`config.mk`:
```
export PLATFORM = sky130hd
export DESIGN_NAME = disp_sched
export DESIGN_NICKNAME = d
export VERILOG_FILES = /design/src/rtl/disp_sched.sv
export SDC_FILE = /design/constraint.sdc
export NUM_CORES = 1
export LEC_CHECK = 0
export ABC_CLOCK_PERIOD_IN_PS = 4100
export CAP_MARGIN = 20
export CORE_MARGIN = 3
export CORE_UTILIZATION = 55
export DETAILED_ROUTE_END_ITERATION = 10
export PLACE_DENSITY_LB_ADDON = 0.1
export RECOVER_POWER = 50
export SLEW_MARGIN = 20
export SYNTH_ARGS = -nofsm -noshare
export SYNTH_HDL_FRONTEND = slang
export SYNTH_SLANG_ARGS = --single-unit
```
`constraint.sdc`:
```
create_clock -name clk -period 4.1 [get_ports clk]
set_input_delay 0.41 -clock clk [delete_from_list [all_inputs] [get_ports clk]]
set_output_delay 0.41 -clock clk [all_outputs]
set_load 0.02 [all_outputs]
```
`src/rtl/disp_sched.sv`:
```
// Display scheduler for the 3-digit multiplexed 7-segment display.
// Latency: 1 cycle input-to-output; every output comes straight from a flop.
// Backpressure: msg_req/msg_ack handshake; requests are accepted only in LIVE and
// wait while an alarm or another message holds the display.
//
// Ports:
//   clk, rst           clock (rising edge) and synchronous active-high reset
//   cnt_d0..cnt_d2     live ticket count digits (units, tens, hundreds)
//   msg_req/msg_ack    message request (held until ack) / one-cycle accept pulse
//   msg_d0..msg_d2     message digits, latched on accept
//   alm_req            level-sensitive alarm request, highest priority
//   out_d0..out_d2     digits to the display multiplexer
//   src, busy          current source (0 LIVE, 1 MSG, 2 ALARM), busy = src != LIVE
//
// Optional build macro: LZB_EN enables leading-zero blanking of the live count.
module disp_sched #(
  parameter int          HOLD_CYC  = 50000000,
  parameter int          BLINK_CYC = 12500000,
  parameter logic [3:0]  ALM_CODE  = 4'hE
) (
  input  logic       clk,
  input  logic       rst,
  input  logic [3:0] cnt_d0,
  input  logic [3:0] cnt_d1,
  input  logic [3:0] cnt_d2,
  input  logic       msg_req,
  input  logic [3:0] msg_d0,
  input  logic [3:0] msg_d1,
  input  logic [3:0] msg_d2,
  output logic       msg_ack,
  input  logic       alm_req,
  output logic [3:0] out_d0,
  output logic [3:0] out_d1,
  output logic [3:0] out_d2,
  output logic [1:0] src,
  output logic       busy
);

  localparam logic [3:0] BLANK = 4'hF;

  // Counter widths; a single-cycle blink period still needs a 1-bit counter.
  localparam int TW = (HOLD_CYC  > 1) ? $clog2(HOLD_CYC)  : 1;
  localparam int BW = (BLINK_CYC > 1) ? $clog2(BLINK_CYC) : 1;

  localparam logic [TW-1:0] HOLD_LAST  = TW'(HOLD_CYC - 1);
  localparam logic [BW-1:0] BLINK_LAST = BW'(BLINK_CYC - 1);

  typedef enum logic [1:0] {
    ST_LIVE  = 2'd0,
    ST_MSG   = 2'd1,
    ST_ALARM = 2'd2
  } state_t;

  state_t          state_q, state_nxt;
  logic [TW-1:0]   timer_q, timer_nxt;
  logic [BW-1:0]   blink_q, blink_nxt;
  logic            phase_q, phase_nxt;   // 1 = on phase (alarm code shown)
  logic [2:0][3:0] msg_q,   msg_nxt;
  logic [2:0][3:0] out_q,   out_nxt;
  logic            ack_q,   ack_nxt;
  logic            busy_q;

  // Live digits as they should appear on the display.
  logic [2:0][3:0] live_dig;

  always_comb begin
    live_dig[0] = cnt_d0;
    live_dig[1] = cnt_d1;
    live_dig[2] = cnt_d2;
`ifdef LZB_EN
    // Units digit is never blanked so a zero count still reads "  0".
    if (cnt_d2 == 4'd0) begin
      live_dig[2] = BLANK;
      if (cnt_d1 == 4'd0) begin
        live_dig[1] = BLANK;
      end
    end
`endif
  end

  // Next-state and next-output logic. The output flops are loaded from the
  // state being entered, so src and the digits always change on the same edge.
  always_comb begin
    state_nxt = state_q;
    timer_nxt = '0;
    blink_nxt = '0;
    phase_nxt = 1'b1;
    msg_nxt   = msg_q;
    out_nxt   = out_q;
    ack_nxt   = 1'b0;

    case (state_q)
      ST_LIVE: begin
        out_nxt = live_dig;
        if (alm_req) begin
          // Alarm wins; a simultaneous message request stays pending unacked.
          state_nxt = ST_ALARM;
          out_nxt   = {ALM_CODE, ALM_CODE, ALM_CODE};
        end else if (msg_req) begin
          state_nxt  = ST_MSG;
          msg_nxt[0] = msg_d0;
          msg_nxt[1] = msg_d1;
          msg_nxt[2] = msg_d2;
          out_nxt[0] = msg_d0;
          out_nxt[1] = msg_d1;
          out_nxt[2] = msg_d2;
          ack_nxt    = 1'b1;
          timer_nxt  = HOLD_LAST;
        end
      end

      ST_MSG: begin
        if (alm_req) begin
          // Abort the message; it is not resumed after the alarm.
          state_nxt = ST_ALARM;
          out_nxt   = {ALM_CODE, ALM_CODE, ALM_CODE};
        end else if (timer_q == '0) begin
          // Return to LIVE; msg_req is not looked at here, which guarantees
          // at least one LIVE cycle before the next message is accepted.
          state_nxt = ST_LIVE;
          out_nxt   = live_dig;
        end else begin
          timer_nxt = timer_q - 1'b1;
          out_nxt   = msg_q;
        end
      end

      ST_ALARM: begin
        if (!alm_req) begin
          state_nxt = ST_LIVE;
          out_nxt   = live_dig;
        end else begin
          if (blink_q == BLINK_LAST) begin
            blink_nxt = '0;
            phase_nxt = ~phase_q;
          end else begin
            blink_nxt = blink_q + 1'b1;
            phase_nxt = phase_q;
          end
          out_nxt = phase_nxt ? {ALM_CODE, ALM_CODE, ALM_CODE}
                              : {BLANK, BLANK, BLANK};
        end
      end

      default: begin
        state_nxt = ST_LIVE;
        out_nxt   = live_dig;
      end
    endcase
  end

  always_ff @(posedge clk) begin
    if (rst) begin
      state_q <= ST_LIVE;
      timer_q <= '0;
      blink_q <= '0;
      phase_q <= 1'b1;
      msg_q   <= '0;
      out_q   <= '0;
      ack_q   <= 1'b0;
      busy_q  <= 1'b0;
    end else begin
      state_q <= state_nxt;
      timer_q <= timer_nxt;
      blink_q <= blink_nxt;
      phase_q <= phase_nxt;
      msg_q   <= msg_nxt;
      out_q   <= out_nxt;
      ack_q   <= ack_nxt;
      busy_q  <= (state_nxt != ST_LIVE);
    end
  end

  assign out_d0  = out_q[0];
  assign out_d1  = out_q[1];
  assign out_d2  = out_q[2];
  assign msg_ack = ack_q;
  assign src     = state_q;
  assign busy    = busy_q;

endmodule
```
# Yosys cells after proc, flatten, opt, wreduce, memory -nomap -nowiden
# Cells that the tools add are included.
# word_totals
word_cells,50
regBits,79
# op_classes
muxes,22
n_eq_ne,3
n_addsub,2
reduce_logical,7
bitwise_logic,4
# ops
operator,n
$mux 26,4
$mux 12,5
$pmux 26 s2,1
$pmux 12 s3,1
$logic_not 26->1,1
$sub 26x1->26 const B,1
$add 24x1->24 const B,1
$eq 24x24->1 const B,1
$mux 2,5
$mux 9,1
$pmux 2 s3,1
$reduce_or 3->1,2
$mux 1,4
$not 1->1,4
$reduce_or 4->1,1
$reduce_and 3->1,1
$eq 2x1->1 const B,1
$eq 2x2->1 const B,1
$logic_not 2->1,1
$reduce_bool 2->1,1

# Longest topological paths before layout
# logic_depth
ltp_word,7
ltp_mapped,10

# Worst setup path after synthesis
# No wires, ideal clock.
# synth_path
kind,reg-to-reg
from,reg timer_q[18]
to,"reg out_q, in the netlist out_d0[1]"
required_ns,3.966
synth_period_minus_slack_ns,2.510
slack_ns,1.590
setup_time_ns,0.134
path_stages_with_launch,8
arrival_time_ns,2.376
cell_sequence,dfxtp_1 or4_4 or4_4 nor4_4 buf_6 mux2_1 a211oi_1 a211oi_1
# synth_via
elab_chain_cells,4
# synth_lines
element,line,rtl
start: declaration,55,"logic [TW-1:0] timer_q, timer_nxt;"
start signal: assignment,164,timer_q <= timer_nxt;
$logic_not 26->1,117,end else if (timer_q == '0) begin
$mux 12,117,
$mux 12,113,if (alm_req) begin
$pmux 12 s3,92,case (state_q)
end signal: assignment,168,out_q <= out_nxt;
end: declaration,59,"logic [2:0][3:0] out_q, out_nxt;"
# Every way passes these cells.
# A chain may end at the register's enable or synchronous reset.

# Worst setup path after layout
# layout_path
from,reg timer_q[9]
to,"reg out_q, in the netlist out_d2[2]"
# The elaborated chain is that of the path after synthesis.

==> impl_metrics.py <==
metrics = {
    "floorplan": {
        "initial_core_util_pct": 58.2,
        "ios": 44,
        "dieHeight_um": 89.1,
        "die_area_um2": 7950,
        "core.rowCount": 29,
        "core_um2": 6530,
        "die_x_um": 89.1,
    },
    "synth": {
        "synthDominantCellAreaShare_pct": 41.6,
        "synth_cells": 442,
        "async_flop_share_pct": 0,
        "synth-edff-count": 0,
        "ys.flop_type": "dfxtp_1",
        "yosysTopAreaCell": "dfxtp_1",
        "yosys_warnings": 0,
        "synth_seq_cells": 79,
        "syn_avg_cell_area_um2": 8.60,
        "synth.area.top_cells": "dfxtp_1, nor2_1, xor2_1",
        "synth_area_um2": 3800,
        "synth_nets": 473,
        "seq_area_frac_synth_pct": 41.6,
        "ys_types": 46,
    },
    "global_route": {
        "grt_pass1_wl_mm": 13.8,
        "gr-usage-all-layers_pct": 22.1,
        "grt_pass1_vias": 3004,
        "grt_max_degree": 37,
        "antenna_found_initial": 0,
        "overflow": 0,
    },
    "routing": {
        "drtIter0Drc": 128,
        "vias": 3246,
        "postRouteAntennaNets": 0,
        "vias_per_cell": 5.82,
        "routed_wl_mm": 8.48,
        "dr.pass1.iters": 5,
        "post_drt_wl_per_cell_um": 15.2,
        "route.detailed.drc": 0,
    },
    "sta": {
        "setup_tns_ps": 0,
        "rsz0062_at_grt": "false",
        "clock_skew_ps": 12.4,
        "post-route-period-util_pct": 77.3,
        "max_freq_mhz": 316,
        "slew_violations": 0,
        "post-route-min-period_ps": 3170,
        "final-setup-viol-count": 0,
        "slew-limit-headroom_pct": 20.2,
        "hold_viol": 0,
        "worst_slew_pin_slew_ps": 1200,
    },
    "placed_design": {
        "dpl.cell_count": 542,
        "dp_hpwl_mm": 5.81,
        "portBuffers": 43,
        "place_congestion": 0.826,
    },
    "pwr": {
        "p_int_w": 0.00127,
        "p_switching_w": 0.000541,
        "power_frac_seq_pct": 45.3,
        "powerDensity_nw_per_um2": 407,
        "ir_drop_mv": 0.184,
        "switching_share_pct": 29.9,
        "p_clk_share_pct": 33.1,
        "p_leak_nw": 1.69,
        "pwr-share-comb_pct": 21.7,
    },
    "critical_path": {
        "criticalPathCategory": "flip-flop to flip-flop",
        "start_kind": "flip-flop",
        "setup.worst_path.end_class": "flip-flop",
        "crit_arrival_ps": 3340,
        "cp_max_fo": 14,
        "cp-startpoint": "timer_q[9]$_SDFF_PP0_",
        "r2r-start": "timer_q[9]$_SDFF_PP0_",
        "cp.required_ps": 4270,
    },
    "layout": {
        "area_growth_syn_to_layout_pct": 16.7,
        "fin_cells": 558,
        "drive_gt1_share_pct": 6.65,
        "num-nets-final": 507,
        "layout_commonest_cell": "dfxtp_1",
        "diodes": 0,
        "most-common-layout-cells": "dfxtp_1, nor2_1, nand2_1, a21oi_1, clkdlybuf4s50_1",
    },
    "hold_path": {
        "hp-class": "flip-flop to flip-flop",
        "min-delay-start": "msg_q[0]$_SDFFE_PP0P_",
    },
    "job": {
        "maxCapViolations": 0,
    },
    "clock_network": {
        "cts_num_sinks": 79,
        "clkLatencyLatePin_ps": 350,
        "cts_inserted_buffers": 9,
        "post-cts-setup-buffers": 0,
        "cts.htree.levels": 3,
        "clockBufferDepth": 2,
        "cts_root_buf": "clkbuf_8",
        "cts_hold_buf": 0,
        "cts_tree": "done",
        "ctsResizeCount": 0,
        "cts.reportedPaths.clkPinSlew_ps": 90,
    },
    "status": {
        "status": "complete, no violations",
    },
}
## Yosys cell counts, types with 7 or more instances
library cell  number
nand4_1            8
nor3_1            11
clkbuf_1          17
nor2_1            64
dfxtp_1           79
xor2_1            23
o22a_1             9
nand3_1           10
inv_1              7
nand2_1           48
a21oi_1           33
o22ai_1            9
xnor2_1           21
a211oi_1          18
## cell type report
| class | count | area [µm²] |
|---|---|---|
| Timing Repair Buffer | 48 | 460 |
| Sequential cell | 79 | 1580 |
| Clock inverter | 7 | 80.1 |
| Clock buffer | 9 | 124 |
| Fill cell | 568 | 2090 |
| Tap cell | 77 | 96.3 |
| Inverter | 7 | 26.3 |
| Multi-Input combinational cell | 331 | 2070 |
## per-stage QoR
stage,setup WS [ps],util (%),total power [W],instance area [µm²],hold slack [ps]
2_1_floorplan,1590,-,0.00113,3800,436
5_1_grt,798,68.0,0.00189,4440,484
3_5_place_dp,1390,64.9,0.00123,4240,454
4_1_cts,1380,68.1,0.00183,4450,467
6_report,933,68.0,0.00181,4440,467
3_3_place_gp,1460,64.9,0.00122,4240,448
## cells by family after synthesis
| group | count (synthesis) | synth area share [%] |
|---|---|---|
| compound gates | 89 | 15.9 |
| xor+xnor | 44 | 10.1 |
| fa+ha+maj | 3 | 0.987 |
| buf+inv | 32 | 3.98 |
| flops | 79 | 41.6 |
| mux | 15 | 4.34 |
| simple gates | 180 | 23.1 |
## state kept, by name, indices dropped and copies added, names as in the netlist
signal and flops:
timer_q 26, msg_q 12, out_d1 4, msg_ack 1, phase_q 1, out_d2 4, out_d0 4, blink_q 24
busy 1, src 2
## power by group through the flow
| stage | Clock [W] | Combinational, W | Sequential, W |
|---|---|---|---|
| 3_5_place_dp | 0 | 0.000395 | 0.000836 |
| 4_1_cts | 0.000613 | 0.000399 | 0.000818 |
| 6_report | 0.000598 | 0.000391 | 0.000818 |
| 2_1_floorplan | 0 | 0.000283 | 0.000843 |
| 5_1_grt | 0.000642 | 0.000428 | 0.000822 |
| 3_3_place_gp | 0 | 0.000388 | 0.000835 |
## routing by layer
layer	GRT usage (%)	share of wire [%]	routed length (µm)	up-vias
met4	8.80	1.5	131	0
met5	0	0	0	-
met2	35.8	47	3960	77
met1	29.7	47	4020	1520
met3	3.23	4.4	376	12
li1	-	-	-	1637
## critical path, stage by stage, from the launching register on
cell and delay [ps]:
dfxtp_1 350, nor4_1 510, nand2_1 360, nor4_4 320
clkbuf_1 640, mux2_1 400, a211oi_1 310, a211oi_1 90
## worst paths after layout
kind | depth (start not counted) | to | slack, ps
setup / recovery | 7 | out_d2[2]$_SDFF_PP0_ | 930
hold / removal | 2 | msg_q[0]$_SDFFE_PP0P_ | 470
setup reg to reg | 7 | out_d2[2]$_SDFF_PP0_ | 930
hold reg to reg | 2 | msg_q[0]$_SDFFE_PP0P_ | 470
Power figures use the tool's default switching activity.
